[config.mk]
export PLATFORM = sky130hd
export DESIGN_NAME = mem_trace_fifo_flat
export DESIGN_NICKNAME = d
export VERILOG_FILES = /design/src/rtl/mem_trace_fifo_if.sv /design/src/rtl/mem_trace_fifo.sv /design/src/flat_wrapper.sv
export SDC_FILE = /design/constraint.sdc
export NUM_CORES = 2
export LEC_CHECK = 0
export ABC_CLOCK_PERIOD_IN_PS = 15650
export CORE_ASPECT_RATIO = 0.8
export CORE_MARGIN = 2
export CORE_UTILIZATION = 50
export CTS_CLUSTER_DIAMETER = 150
export CTS_CLUSTER_SIZE = 40
export DETAILED_ROUTE_END_ITERATION = 16
export PLACE_DENSITY = 0.68
export SLEW_MARGIN = 20
export SYNTH_ARGS = -nofsm -noshare
export SYNTH_HDL_FRONTEND = slang
export SYNTH_SLANG_ARGS = --single-unit
[constraint.sdc]
create_clock -name clk -period 15.65 [get_ports clk]
set_input_delay 3.13 -clock clk [delete_from_list [all_inputs] [get_ports clk]]
set_output_delay 3.13 -clock clk [all_outputs]
set_load 0.03 [all_outputs]
[src/rtl/mem_trace_fifo_if.sv]
`default_nettype none
// ============================================================================
// Module      : mem_trace_fifo_if
// Description : Trace drain port bundle for mem_trace_fifo (valid/ready + entry)
// Revision    : 1.0 - initial release
// ============================================================================
interface mem_trace_fifo_if #(
    parameter int DW = 32
);
    logic          trc_valid;
    logic          trc_ready;
    logic          trc_kind;
    logic [DW-1:0] trc_pc;
    logic [DW-1:0] trc_addr;
    logic [DW-1:0] trc_data;

    modport master (
        output trc_valid,
        output trc_kind,
        output trc_pc,
        output trc_addr,
        output trc_data,
        input  trc_ready
    );

    modport slave (
        input  trc_valid,
        input  trc_kind,
        input  trc_pc,
        input  trc_addr,
        input  trc_data,
        output trc_ready
    );
endinterface
`default_nettype wire

[src/rtl/mem_trace_fifo.sv]
`default_nettype none
// ============================================================================
// Module      : mem_trace_fifo
// Description : Circular FIFO recording committed data-memory stores (and,
//               with macro TRACE_LOADS_EN defined, loads) for trace draining.
// Revision    : 1.0 - initial release
// ============================================================================
module mem_trace_fifo #(
    parameter int DEPTH = 16,
    parameter int AW    = 4,
    parameter int DW    = 32
) (
    input  wire logic          clk,
    input  wire logic          reset,
    input  wire logic [DW-1:0] pc,
    input  wire logic [DW-1:0] aluout,
    input  wire logic [DW-1:0] writedata,
    input  wire logic [DW-1:0] readdata,
    input  wire logic          memwrite,
    input  wire logic          memread,
    mem_trace_fifo_if.master   trc,
    output logic [AW:0]        count,
    output logic               full,
    output logic               empty,
    output logic [15:0]        overflow_cnt
);

    localparam logic [AW:0] C_DEPTH   = (AW+1)'(DEPTH);
    localparam logic [15:0] C_OVF_MAX = 16'hFFFF;

    logic [AW-1:0] r_wr_ptr;
    logic [AW-1:0] r_rd_ptr;
    logic [AW:0]   r_count;
    logic [15:0]   r_ovf;

    logic [DW-1:0] r_mem_pc   [DEPTH];
    logic [DW-1:0] r_mem_addr [DEPTH];
    logic [DW-1:0] r_mem_data [DEPTH];

    logic          w_push_req;
    logic          w_push_kind;
    logic [DW-1:0] w_push_data;
    logic          w_pop;
    logic          w_push_ok;
    logic          w_drop;
    logic          w_full;
    logic          w_empty;

`ifdef TRACE_LOADS_EN
    logic          r_mem_kind [DEPTH];

    // A cycle that both stores and loads records only the store.
    assign w_push_req  = memwrite | memread;
    assign w_push_kind = ~memwrite & memread;
    assign w_push_data = memwrite ? writedata : readdata;
`else
    logic          w_unused_load;

    assign w_push_req    = memwrite;
    assign w_push_kind   = 1'b0;
    assign w_push_data   = writedata;
    assign w_unused_load = memread ^ (^readdata) ^ w_push_kind;
`endif

    assign w_full    = (r_count == C_DEPTH);
    assign w_empty   = (r_count == '0);
    assign w_pop     = trc.trc_valid & trc.trc_ready;
    // A pop in the same edge frees the slot a full FIFO would otherwise lack.
    assign w_push_ok = w_push_req & (~w_full | w_pop);
    assign w_drop    = w_push_req & w_full & ~w_pop;

    always_ff @(posedge clk or negedge reset) begin
        if (!reset) begin
            r_wr_ptr <= '0;
            r_rd_ptr <= '0;
            r_count  <= '0;
            r_ovf    <= '0;
        end else begin
            if (w_push_ok) begin
                r_wr_ptr <= r_wr_ptr + 1'b1;
            end
            if (w_pop) begin
                r_rd_ptr <= r_rd_ptr + 1'b1;
            end
            r_count <= r_count + (AW+1)'(w_push_ok) - (AW+1)'(w_pop);
            if (w_drop && (r_ovf != C_OVF_MAX)) begin
                r_ovf <= r_ovf + 16'd1;
            end
        end
    end

    // Storage is deliberately left unreset; stale words never escape the
    // output gating below.
    always_ff @(posedge clk) begin
        if (w_push_ok) begin
            r_mem_pc[r_wr_ptr]   <= pc;
            r_mem_addr[r_wr_ptr] <= aluout;
            r_mem_data[r_wr_ptr] <= w_push_data;
`ifdef TRACE_LOADS_EN
            r_mem_kind[r_wr_ptr] <= w_push_kind;
`endif
        end
    end

    always_comb begin
        trc.trc_valid = ~w_empty;
        trc.trc_kind  = 1'b0;
        trc.trc_pc    = '0;
        trc.trc_addr  = '0;
        trc.trc_data  = '0;
        if (!w_empty) begin
`ifdef TRACE_LOADS_EN
            trc.trc_kind = r_mem_kind[r_rd_ptr];
`endif
            trc.trc_pc   = r_mem_pc[r_rd_ptr];
            trc.trc_addr = r_mem_addr[r_rd_ptr];
            trc.trc_data = r_mem_data[r_rd_ptr];
        end
    end

    assign count        = r_count;
    assign full         = w_full;
    assign empty        = w_empty;
    assign overflow_cnt = r_ovf;

endmodule
`default_nettype wire

[src/flat_wrapper.sv]
// flat-port wrapper written by rule: the top's interface ports become plain ports
module mem_trace_fifo_flat 
#(
    parameter int DEPTH = 16,
    parameter int AW    = 4,
    parameter int DW    = 32
)
  (clk, reset, pc, aluout, writedata, readdata, memwrite, memread, count, full, empty, overflow_cnt, trc_trc_valid, trc_trc_kind, trc_trc_pc, trc_trc_addr, trc_trc_data, trc_trc_ready);
  mem_trace_fifo_if #(.DW(DW)) trc_i ();
  input  wire logic clk;
  input  wire logic reset;
  input  wire logic [DW-1:0] pc;
  input  wire logic [DW-1:0] aluout;
  input  wire logic [DW-1:0] writedata;
  input  wire logic [DW-1:0] readdata;
  input  wire logic memwrite;
  input  wire logic memread;
  output logic [AW:0] count;
  output logic full;
  output logic empty;
  output logic [15:0] overflow_cnt;
  output wire logic [$bits(trc_i.trc_valid)-1:0] trc_trc_valid;
  output wire logic [$bits(trc_i.trc_kind)-1:0] trc_trc_kind;
  output wire logic [$bits(trc_i.trc_pc)-1:0] trc_trc_pc;
  output wire logic [$bits(trc_i.trc_addr)-1:0] trc_trc_addr;
  output wire logic [$bits(trc_i.trc_data)-1:0] trc_trc_data;
  input wire logic [$bits(trc_i.trc_ready)-1:0] trc_trc_ready;
  assign trc_trc_valid = trc_i.trc_valid;
  assign trc_trc_kind = trc_i.trc_kind;
  assign trc_trc_pc = trc_i.trc_pc;
  assign trc_trc_addr = trc_i.trc_addr;
  assign trc_trc_data = trc_i.trc_data;
  assign trc_i.trc_ready = trc_trc_ready;
  mem_trace_fifo #(.DEPTH(DEPTH), .AW(AW), .DW(DW)) u_core (.clk(clk), .reset(reset), .pc(pc), .aluout(aluout), .writedata(writedata), .readdata(readdata), .memwrite(memwrite), .memread(memread), .trc(trc_i), .count(count), .full(full), .empty(empty), .overflow_cnt(overflow_cnt));
endmodule
Yosys cells after proc, flatten, opt, wreduce, memory -nomap -nowiden

Memory sizes are Yosys's and may differ from the RTL's.
Index checks and enable logic that the tools add are counted.

Register bits: 29
Bits in writable memories: 1536
Input bits: 133
Output and inout port bits: 121
Logic and storage cells: 29
Memories kept: 3

Add/subtract/negate cells: 5
Equal/unequal tests: 2
Muxes and demuxes: 5
Bitwise logic cells: 8
Reductions and logical operators: 2

Memories:

| memory            | depth | bits a word | read ports | clocked after Yosys merged registers in | write ports | RTL line             | text |
|---|---|---|---|---|---|---|---|
| u_core.r_mem_addr | 16    | 32          | 1          | 0                                       | 1           | mem_trace_fifo.sv:37 | `logic [DW-1:0] r_mem_addr [DEPTH];` |
| u_core.r_mem_data | 16    | 32          | 1          | 0                                       | 1           | mem_trace_fifo.sv:38 | `logic [DW-1:0] r_mem_data [DEPTH];` |
| u_core.r_mem_pc   | 16    | 32          | 1          | 0                                       | 1           | mem_trace_fifo.sv:36 | `logic [DW-1:0] r_mem_pc [DEPTH];` |

Operator list:

| operator                                                         | number |
|---|---|
| 32-bit two-way mux                                               | 3 |
| 16-bit by 1-bit adder with 16-bit output (second input constant) | 1 |
| 16-bit != test (second input constant)                           | 1 |
| 4-bit by 1-bit adder with 4-bit output (second input constant)   | 2 |
| 5-bit by 1-bit adder with 5-bit output                           | 1 |
| 5-bit == test (second input constant)                            | 1 |
| 5-bit zero test                                                  | 1 |
| 5-bit by 1-bit subtractor with 5-bit output                      | 1 |
| 1-bit bitwise AND                                                | 4 |
| 1-bit inverter                                                   | 3 |
| 1-bit two-way mux                                                | 2 |
| 1-bit logical AND                                                | 1 |
| 1-bit OR                                                         | 1 |

Depth between registers and ports, before layout

Depth after elaboration: 7
Depth in mapped cells: 16
Gate-level depth less buffers: 15

Worst setup path after synthesis

OpenSTA, ideal clock, no wires.

Path type: input to register
Start: input port trc_trc_ready
End: memory u_core.r_mem_addr[3][0], enable pin
Setup time: 668 ps
Arrival: 10178 ps
Data required time: 14982 ps
Setup slack: 4804 ps
Stages on the path: 4
Path buffers: 1
Cells stage by stage: o21a_1 clkbuf_1 nand2_1 nor3_1

Cells in the longest elaborated chain, start to end: 5

RTL lines:

| what                                    | RTL line             | text |
|---|---|---|
| from (decl)                             | flat_wrapper.sv:27   | `input wire logic [$bits(trc_i.trc_ready)-1:0] trc_trc_ready;` |
| 1-bit bitwise AND                       | mem_trace_fifo.sv:67 | `assign w_pop = trc.trc_valid & trc.trc_ready;` |
| 1-bit OR                                | mem_trace_fifo.sv:69 | `assign w_push_ok = w_push_req & (~w_full \| w_pop);` |
| 1-bit bitwise AND                       | mem_trace_fifo.sv:69 |  |
| via u_core.w_push_ok                    | mem_trace_fifo.sv:44 | `logic w_push_ok;` |
| 1-bit two-way mux                       | mem_trace_fifo.sv:95 | `if (w_push_ok) begin` |
| 1-bit two-way mux (implied by the code) | mem_trace_fifo.sv:97 | `r_mem_addr[r_wr_ptr] <= aluout;` |
| to (decl)                               | mem_trace_fifo.sv:37 |  |

The timed path passes the listed nets, and every way through them passes these cells.

Final worst setup path

Start: register u_core.r_rd_ptr[2]
End: output port trc_trc_pc[31]

Cells in the longest elaborated chain, start to end: 2

RTL lines:

| what                    | RTL line              | text |
|---|---|---|
| from (decl)             | mem_trace_fifo.sv:32  | `logic [AW-1:0] r_rd_ptr;` |
| from (signal assigned)  | mem_trace_fifo.sv:83  | `r_rd_ptr <= r_rd_ptr + 1'b1;` |
| memory read 16 x 32 bit | --                    |  |
| 32-bit two-way mux      | mem_trace_fifo.sv:111 | `if (!w_empty) begin` |
| to (decl)               | flat_wrapper.sv:24    | `output wire logic [$bits(trc_i.trc_pc)-1:0] trc_trc_pc;` |

Every way passes these cells.

==> flow_metrics.py <==
metrics = {
    "detailed_routing": {
        "firstDrtPassIters": 5,
        "num_vias": 27800,
        "routed_wl_um": 132000,
        "met1_length_um": 54600,
        "via_per_inst": 6.11,
        "ant_nets": 0,
        "wl_met2_um": 65300,
        "wl_per_cell_um": 29.0,
        "dr.max_layer_used": "met5",
        "drc_errors": 0,
        "dr_wl_met3_um": 9630,
        "drt_iter0_markers": 3005,
    },
    "cells_and_area": {
        "stdcell_count": 4545,
        "layout_common_cells": "edfxtp_1, mux2i_1, clkdlybuf4s50_1, mux4_2",
        "final_common_cell": "edfxtp_1",
        "nets": 3043,
        "final_cell_area_sq_um": 65500,
        "syn2layout_area_growth_pct": 8.47,
        "multi_input_area_sq_um": 12500,
        "fill_cells": 8808,
        "ff_latch_area_sq_um": 46900,
        "drive_gt1_share_pct": 11.7,
    },
    "placement": {
        "dp.cells": 4474,
        "gp_congestion": 0.737,
        "placed_cell_area_sq_um": 64200,
        "portBuffers": 219,
        "preCtsSetupSlack_ns": 7.88,
        "hpwl_um": 67900,
    },
    "grt": {
        "grt_max_degree": 134,
        "grt_pass1_vias": 28000,
        "gr-total-overflow": 0,
        "grt_antenna_before_repair": 17,
        "track_usage_pct": 21.2,
        "grt_pass1_wl_um": 190000,
    },
    "cts": {
        "cts_sinks": 1565,
        "cts_made_buffers": 45,
        "tritoncts": "yes",
        "cts_resized": 0,
        "clockBufferDepth": 3,
        "h-tree-depth": 2,
        "clkTransAtPathRegs_ns": 0.14,
        "post_cts_buffers": 0,
        "postCtsHoldBufs": 0,
        "clock_latency_ns": 0.67,
        "root_buffer": "clkbuf_16",
    },
    "synth": {
        "synth_simple_gate_area_share_pct": 0.690,
        "syn-cell-area_sq_um": 60400,
        "synth.ff_latch_count": 1565,
        "synth_adder_area_share_pct": 0.261,
        "ys_async_sr_fraction_pct": 1.85,
        "synth_compound_area_share_pct": 3.12,
        "yosys_warnings": 0,
        "yosysSeqAreaShare_pct": 77.6,
        "synth_top_family_by_area": "multiplexers",
        "ys_types": 48,
        "synth_mux_area_share_pct": 16.1,
        "synth_edf_count": 1536,
        "synth_cells": 2725,
        "synth_xor_area_share_pct": 0.290,
        "syn_avg_cell_area_sq_um": 22.2,
        "synth_flop_cell": "edfxtp_1",
        "synth_nets": 2870,
    },
    "worst_hold_path": {
        "hold_path.class": "flip-flop to flip-flop",
    },
    "critical_path": {
        "crit_fanout": 66,
        "max_stage_delay_ns": 1.14,
        "start_kind": "flip-flop",
        "cp_cell_sequence": "buf_4, buf_4, mux4_2, o21ai_0, o22ai_1, clkdlybuf4s50_1",
        "worstSetupEndpointType": "output port",
        "crit_arrival_ns": 5.31,
        "crit_slowest_cell": "dfrtp_4",
        "crit_top_cell": "buf_4",
        "required_ns": 12.52,
        "setup.worst_path.class": "flip-flop to output port",
    },
    "power": {
        "power_mw": 11.3,
        "peakVddDrop_uv": 157,
        "leakagePower_nw": 20.7,
        "p_per_area_nw_per_um2": 172,
    },
    "timing": {
        "fin_crit_sh_pct": 53.9,
        "tns_ns": 0,
        "fmax_ghz": 0.119,
        "hold_viol": 0,
        "fin_ws_ns": 7.21,
        "setup_violations": 0,
        "skew_ns": 0.0477,
        "tightest_slew_ns": 1.08,
        "final_period_minus_worst_setup_slack_ns": 8.44,
        "rsz0062_at_grt": "false",
        "maxSlewHeadroom_pct": 28.3,
        "drv_slew": 0,
    },
    "die": {
        "chipWidth_um": 393,
        "core_area_sq_um": 120000,
        "pin_count": 254,
        "dieArea_sq_um": 124000,
        "fp-row-count": 114,
        "die_y_um": 315,
        "initial_utilization_pct": 50.2,
    },
    "status": {
        "status": "finished, final reports clean",
    },
    "flow_run": {
        "cap_violations": 0,
    },
}
## power breakdown
| part | leakage (nW) | switching, mW | internal [mW] |
|---|---|---|---|
| Clock | 0.618 | 1.12 | 0.568 |
| Combinational | 5.88 | 2.59 | 1.76 |
| Sequential | 14.2 | 0.181 | 5.03 |
## worst max-delay path: cells and delay by family, from the launching register on
family | cells | cell delay, ns
buf+inv | 3 | 2.50
flops | 1 | 1.14
compound gates | 2 | 0.60
mux | 1 | 0.35
## logic make-up (layout without fill, tap and decap cells)
kind of cell / after synthesis / in the layout
multiplexers: 578 / 578
XOR/XNOR: 20 / 20
buffers and inverters: 168 / 360
other: 1 / 5
AND/OR/NAND/NOR: 80 / 80
AO/OA/AOI/OAI: 301 / 301
flip-flops: 1565 / 1565
adder cells (fa/ha/maj): 12 / 12
## flip-flops by register name, summed over array words and instances (netlist names)
signal and cells:
u_core.count 5, u_core.overflow_cnt 16, u_core.r_mem_addr 512, u_core.r_mem_data 512
u_core.r_mem_pc 512, u_core.r_rd_ptr 4, u_core.r_wr_ptr 4
## Yosys cell counts, types with 5 or more instances
cell      number  area share, %
nand2_1       19           0.12
nor3_1         5          0.041
mux2i_1      288            4.8
edfxtp_1    1536             76
clkbuf_1      44           0.27
o21ai_0       24           0.20
buf_1         10          0.062
buf_4          7          0.087
nand2b_1       5          0.052
nor2_1        25           0.16
xnor2_1       14           0.20
o22ai_1       96           0.99
buf_2         44           0.36
inv_1         13          0.081
mux4_1        93            4.0
a22oi_1       96            1.2
xor2_1         6          0.087
dfrtp_1       29            1.2
buf_6         35           0.65
ha_1          11           0.23
o21ai_1       75           0.62
buf_8         12           0.30
mux4_2       195            7.3
## worst paths after layout
check                                             from                      end  slack (ns)  depth (start not counted)
worst min-delay path            u_core.overflow_cnt[9]   u_core.overflow_cnt[9]        0.55                          1
worst max register to register         u_core.count[2]  u_core.r_mem_addr[4][7]       11.81                          7
min in group asynchronous                        reset          u_core.count[3]        2.84                          2
worst min register to register  u_core.overflow_cnt[9]   u_core.overflow_cnt[9]        0.55                          1
worst max-delay path                u_core.r_rd_ptr[2]           trc_trc_pc[31]        7.21                          6
max in group asynchronous                        reset       u_core.r_rd_ptr[1]       12.47                          2
## layout make-up
| cell class | count | share of cell area (%) |
|---|---|---|
| antenna | 4 | 0.0153 |
| inverter | 14 | 0.0841 |
| sequential | 1565 | 71.6 |
| multi-input combinational | 992 | 19.1 |
| clock buffer | 63 | 1.89 |
| clock inverter | 3 | 0.0669 |
| timing repair buffer | 280 | 4.17 |
| tap | 1624 | 3.10 |
## metrics by stage
step | utilization, % | hold WS, ns
floorplan | - | 0.477
global placement | 53.3 | 0.507
detailed placement | 53.4 | 0.535
CTS | 54.4 | 0.558
global route | 54.5 | 0.569
finish | 54.5 | 0.547
## per-layer routing
layer	up-vias	track usage, %
met5	-	0
met4	26	4.07
met3	138	3.57
met2	1036	34.9
met1	14800	30.3
li1	11800	-
(Power assumes the default switching activity.)
